`src/rtl/programmable_clock_divider_if.sv`:
```
// Configuration port bundle for the
// programmable clock divider.
interface programmable_clock_divider_if #(
  parameter int WIDTH = 8
);
  logic [WIDTH-1:0] cfg_period;
  logic [WIDTH-1:0] cfg_high;
  logic             cfg_load;
  logic             cfg_pending;
  logic             cfg_ack;

  modport master (
    output cfg_period,
    output cfg_high,
    output cfg_load,
    input  cfg_pending,
    input  cfg_ack
  );

  modport slave (
    input  cfg_period,
    input  cfg_high,
    input  cfg_load,
    output cfg_pending,
    output cfg_ack
  );
endinterface

```
`src/rtl/programmable_clock_divider.sv`:
```
// Programmable clock divider with shadowed
// period/high-time config applied at wrap.
module programmable_clock_divider #(
  parameter int WIDTH      = 8,
  parameter int RST_PERIOD = 16,
  parameter int RST_HIGH   = 8
) (
  input  logic clk,
  input  logic rst,
  input  logic en,
  programmable_clock_divider_if.slave cfg,
  output logic out_clk,
  output logic tick
);

  localparam logic [WIDTH-1:0] RP =
    WIDTH'(RST_PERIOD);
  localparam logic [WIDTH-1:0] RH =
    WIDTH'(RST_HIGH);
  localparam logic [WIDTH-1:0] MIN_P =
    WIDTH'(2);
  localparam logic [WIDTH-1:0] ONE =
    WIDTH'(1);

  typedef enum logic {
    IDLE,
    RUN
  } state_e;

  state_e state_q, state_d;

  logic [WIDTH-1:0] cnt_q, cnt_d;
  logic [WIDTH-1:0] per_q, per_d;
  logic [WIDTH-1:0] hi_q, hi_d;
  logic [WIDTH-1:0] shp_q, shp_d;
  logic [WIDTH-1:0] shh_q, shh_d;
  logic             pend_q, pend_d;
  logic             ack_q, ack_d;

  logic [WIDTH-1:0] clp_per;
  logic [WIDTH-1:0] clp_hi;
  logic             last;

  // Clamp incoming config to a legal shape
  always_comb begin
    clp_per = cfg.cfg_period;
    if (cfg.cfg_period < MIN_P)
      clp_per = MIN_P;
    clp_hi = cfg.cfg_high;
    if (cfg.cfg_high > clp_per)
      clp_hi = clp_per;
  end

  assign last = (state_q == RUN) &&
                (cnt_q == per_q - ONE);

  // Next-state, counter and config apply
  always_comb begin
    state_d = state_q;
    cnt_d   = cnt_q;
    per_d   = per_q;
    hi_d    = hi_q;
    shp_d   = shp_q;
    shh_d   = shh_q;
    pend_d  = pend_q;
    ack_d   = 1'b0;
    unique case (state_q)
      IDLE: begin
        cnt_d = '0;
        if (pend_q) begin
          per_d  = shp_q;
          hi_d   = shh_q;
          pend_d = 1'b0;
          ack_d  = 1'b1;
        end
        if (cfg.cfg_load) begin
          shp_d  = clp_per;
          shh_d  = clp_hi;
          pend_d = 1'b1;
        end
        if (en)
          state_d = RUN;
      end
      RUN: begin
        if (!last) begin
          cnt_d = cnt_q + ONE;
          if (cfg.cfg_load) begin
            shp_d  = clp_per;
            shh_d  = clp_hi;
            pend_d = 1'b1;
          end
        end else begin
          cnt_d = '0;
          if (cfg.cfg_load) begin
            per_d  = clp_per;
            hi_d   = clp_hi;
            pend_d = 1'b0;
            ack_d  = 1'b1;
          end else if (pend_q) begin
            per_d  = shp_q;
            hi_d   = shh_q;
            pend_d = 1'b0;
            ack_d  = 1'b1;
          end
          if (!en)
            state_d = IDLE;
        end
      end
      default: state_d = IDLE;
    endcase
  end

  // State registers, async active-low reset
  always_ff @(posedge clk or negedge rst) begin
    if (!rst) begin
      state_q <= IDLE;
      cnt_q   <= '0;
      per_q   <= RP;
      hi_q    <= RH;
      shp_q   <= RP;
      shh_q   <= RH;
      pend_q  <= 1'b0;
      ack_q   <= 1'b0;
    end else begin
      state_q <= state_d;
      cnt_q   <= cnt_d;
      per_q   <= per_d;
      hi_q    <= hi_d;
      shp_q   <= shp_d;
      shh_q   <= shh_d;
      pend_q  <= pend_d;
      ack_q   <= ack_d;
    end
  end

  assign out_clk = (state_q == RUN) &&
                   (cnt_q >= per_q - hi_q);
  assign tick = last;

  assign cfg.cfg_pending = pend_q;
  assign cfg.cfg_ack     = ack_q;

endmodule

```
`src/flat_wrapper.sv`:
```
// flat-port wrapper written by rule: the top's interface ports become plain ports
module programmable_clock_divider_flat 
#(
  parameter int WIDTH      = 8,
  parameter int RST_PERIOD = 16,
  parameter int RST_HIGH   = 8
)
  (clk, rst, en, out_clk, tick, cfg_cfg_period, cfg_cfg_high, cfg_cfg_load, cfg_cfg_pending, cfg_cfg_ack);
  programmable_clock_divider_if #(.WIDTH(WIDTH)) cfg_i ();
  input  logic clk;
  input  logic rst;
  input  logic en;
  output logic out_clk;
  output logic tick;
  input wire logic [$bits(cfg_i.cfg_period)-1:0] cfg_cfg_period;
  input wire logic [$bits(cfg_i.cfg_high)-1:0] cfg_cfg_high;
  input wire logic [$bits(cfg_i.cfg_load)-1:0] cfg_cfg_load;
  output wire logic [$bits(cfg_i.cfg_pending)-1:0] cfg_cfg_pending;
  output wire logic [$bits(cfg_i.cfg_ack)-1:0] cfg_cfg_ack;
  assign cfg_i.cfg_period = cfg_cfg_period;
  assign cfg_i.cfg_high = cfg_cfg_high;
  assign cfg_i.cfg_load = cfg_cfg_load;
  assign cfg_cfg_pending = cfg_i.cfg_pending;
  assign cfg_cfg_ack = cfg_i.cfg_ack;
  programmable_clock_divider #(.WIDTH(WIDTH), .RST_PERIOD(RST_PERIOD), .RST_HIGH(RST_HIGH)) u_core (.clk(clk), .rst(rst), .en(en), .cfg(cfg_i), .out_clk(out_clk), .tick(tick));
endmodule
```
`config.mk`:
```
export PLATFORM = sky130hd
export DESIGN_NAME = programmable_clock_divider_flat
export DESIGN_NICKNAME = d
export VERILOG_FILES = /design/src/rtl/programmable_clock_divider_if.sv /design/src/rtl/programmable_clock_divider.sv /design/src/flat_wrapper.sv
export SDC_FILE = /design/constraint.sdc
export NUM_CORES = 1
export LEC_CHECK = 0
export CORE_MARGIN = 2
export CORE_UTILIZATION = 58
export DETAILED_ROUTE_END_ITERATION = 8
export PLACE_DENSITY = 0.8
export SYNTH_ARGS = -nofsm -noshare
export SYNTH_HDL_FRONTEND = slang
export SYNTH_SLANG_ARGS = --single-unit
export TNS_END_PERCENT = 5
```
`constraint.sdc`:
```
create_clock -name clk -period 4.21 [get_ports clk]
set_clock_uncertainty 0.15 [all_clocks]
set_input_delay 0.6315 -clock clk [delete_from_list [all_inputs] [get_ports clk]]
set_output_delay 0.6315 -clock clk [all_outputs]
set_load 0.05 [all_outputs]
```
==> qor.csv <==
metric;value;unit
status;completed;
yosys-top-cells-count;dfrtp_1 (39), inv_1 (35), ha_1 (25);
crit_buf_inv;3;
finalHoldViolCount;0;
clkTransAtPathRegs;0.08;ns
clockRootBuffer;clkbuf_8;
grt_max_degree;44;
regArea;1080;um2
yosysSeqAreaShare;37.1;%
synth_edf_count;0;
synth_cell_types;57;
post-route-drc-count;0;
grt_pass1_vias;2118;
hold_class;flop to flop;
yosys.area.top_type;dfrtp_1;
synth_area;2910;um2
grt_overflow;0;
setup_slack;0.239;ns
worst_pin_slew;0.979;ns
ctsLongestPathBuffers;2;
crit_slowest_cell;dfrtp_1;
synthToLayoutAreaGrowth;11.3;%
grtUsageTotal;24.3;%
top_usage_layer;met2;
worst_ir_drop_vdd;0.000388;V
pre_cts_slack;0.356;ns
stdcell_area;3240;um2
finalCritPeriodShare;94.3;%
worstPathArrival;3.19;ns
final_layout_size_suffix_gt1_share;11.2;%
final_nets;359;
fin_crit;3.97;ns
num_antenna_cells;0;
p_seq_share;31.1;%
finalPower;2480;uW
intPower;1380;uW
max_cap_viol_count;0;
grt_util_met2;40.0;%
maxSlewViolCount;0;
port_buffers;23;
placed_cells_incl_taps;373;
synth.net_count;338;
drt-wirelength-per-cell;16.2;um
final-setup-viol-count;0;
tns;0;ns
ys.flop_type;dfrtp_1;
p_clk_share;10.7;%
netSwitchingPower;1100;uW
die_h;74.9;um
cp.required;3.43;ns
slowest_delay;0.42;ns
numCtsBuffers;5;
cts_resized;0;
cp_cell_sequence;inv_1 -> ha_1 -> inv_1 -> fa_1 -> a21oi_1 -> nor2_1 -> nor2_1 -> o21bai_1 -> a21oi_1 -> xor2_1 -> ha_1 -> a21oi_1 -> o21ai_0 -> a21oi_1 -> nor2b_1 -> buf_4;
die_area;5600;um2
cts_hold_buffers;0;
crit_path_end_kind;output pin;
grtUsageMet3;4.42;%
yosysTopAreaCellShare;33.5;%
rsz0062_at_grt;false;
cts_setup_buffers;0;
antenna_found_initial;0;
htree_levels;2;
combPwrFrac;58.1;%
clock-sinks;43;
cts_tree;yes;
cpMostUsedCell;a21oi_1;
r2r_setup_slack;0.94;ns
multi_input_area;1630;um2
synth_warnings;0;
postPlaceCellArea;3160;um2
ys_top_cells_by_area;dfrtp_1 (34%), ha_1 (11%), inv_1 (4.5%), mux2i_1 (4.5%), xnor2_1 (3.9%);
finalWirelength;6.16;mm
fp.dieW;74.9;um
p_leak;0.00152;uW
syn_area_per_cell;9.98;um2
async_reset_ff_share;100;%
power_density;766;nW/um2
stdcell_count;380;
netlist_instances;292;
core-area;4790;um2
yosysMostFrequentCell;dfrtp_1;
switching_share;44.3;%
crit_type;flop to output pin;
clock_latency;0.29;ns
ys_ff_latch;43;
ios;24;
fillers;401;
start_util;60.9;%
clock.fmax;252;MHz
slew_headroom;34.7;%
hpwl;4.57;mm
rows;25;
antenna_left;0;
cp-start-kind;flop;
gr-usage-met1;32.7;%
viasPerCell;5.76;
grt_pass1_wl;10.2;mm
vias;2190;
cpLargestDelayFamily;adder cells;
drtIter0Drc;157;
path_max_fanout;4;
routabilityCongestion;0.824;
drtPass1Iterations;4;
[cell type report]
| cell class | count | share of cell area (%) |
|---|---|---|
| clock buffer | 6 | 2.55 |
| inverter | 36 | 4.17 |
| tap | 67 | 2.58 |
| clock inverter | 1 | 0.154 |
| timing repair buffer | 24 | 7.10 |
| multi-input combinational | 203 | 50.1 |
| sequential | 43 | 33.3 |
[sequential cells by signal (all words and copies together), names as in the netlist]
register / count
u_core.cfg.cfg_ack: 1
u_core.cfg.cfg_pending: 1
u_core.cnt_q: 8
u_core.hi_q: 8
u_core.per_q: 8
u_core.shh_q: 8
u_core.shp_q: 8
u_core.state_q: 1
[final timing paths]
check	cells past startpoint	start	to
min in group asynchronous	1	rst	u_core.shh_q[2]$_DFFE_PN0P_
worst min register to register	2	u_core.shh_q[3]$_DFFE_PN1P_	u_core.shh_q[3]$_DFFE_PN1P_
max in group asynchronous	1	rst	u_core.per_q[2]$_DFFE_PN0P_
worst max-delay path	16	u_core.per_q[0]$_DFFE_PN0P_	out_clk
worst min-delay path	2	u_core.shh_q[3]$_DFFE_PN1P_	u_core.shh_q[3]$_DFFE_PN1P_
worst max register to register	9	u_core.per_q[1]$_DFFE_PN0P_	u_core.shh_q[1]$_DFFE_PN0P_
[power by group through the flow]
stage	Sequential (uW)	Combinational, uW	Clock [uW]
2_1_floorplan	743	1160	0
3_3_place_gp	772	1380	0
3_5_place_dp	779	1440	0
4_1_cts	772	1450	270
5_1_grt	795	1630	287
6_report	773	1440	266
[cell usage in the layout, fill, tap and decap left out, drive strengths merged, types with 2 or more instances in the layout]
cell type      synthesis  final
and3                   9      9
buf                    6      3
xnor2                 14     14
dfrtp                 39     39
o2bb2ai                6      6
ha                    25     25
a21o                   4      4
a21oi                 21     21
nor2                   8      8
o22ai                  3      3
clkbuf                 4      6
or3                    3      3
o221ai                 7      7
inv                   36     36
mux2                  10     10
nand4b                 2      2
o21ai                  4      4
o211ai                 3      3
and2                  10     10
o21a                   3      3
or2                    2      2
nand2b                 2      2
nand4                  2      2
nand3                 10     10
nor3                   3      3
xor2                   5      5
nand2                 14     14
mux2i                 13     13
dfstp                  4      4
clkdlybuf4s50          0     21
nor2b                  5      5
[tightest hold or removal path, stage by stage, from the launching register on]
cell	delay, ns
dfstp_2	0.37
inv_1	0.04
mux2i_1	0.06
[routing by layer]
| layer | share of wire [%] | wire (um) |
|---|---|---|
| met4 | 1.7 | 107 |
| met5 | 0 | 0 |
| met3 | 3.3 | 205 |
| met2 | 48 | 2960 |
| met1 | 47 | 2890 |
[stage by stage]
stage	util (%)	hold WS, ns
2_1_floorplan	-	0.186
3_3_place_gp	65.9	0.307
3_5_place_dp	65.9	0.312
4_1_cts	67.8	0.325
5_1_grt	67.8	0.344
6_report	67.8	0.327
[cells by family (layout without fill, tap and decap cells)]
group | count (synthesis) | after routing | share of synthesized area (%)
mux | 23 | 23 | 8.59
flops | 43 | 43 | 37.1
compound gates | 62 | 62 | 15.7
fa+ha+maj | 26 | 26 | 11.4
buf+inv | 46 | 67 | 7.09
xor+xnor | 19 | 19 | 5.97
simple gates | 73 | 73 | 14.1
Power figures use the tool's default switching activity.
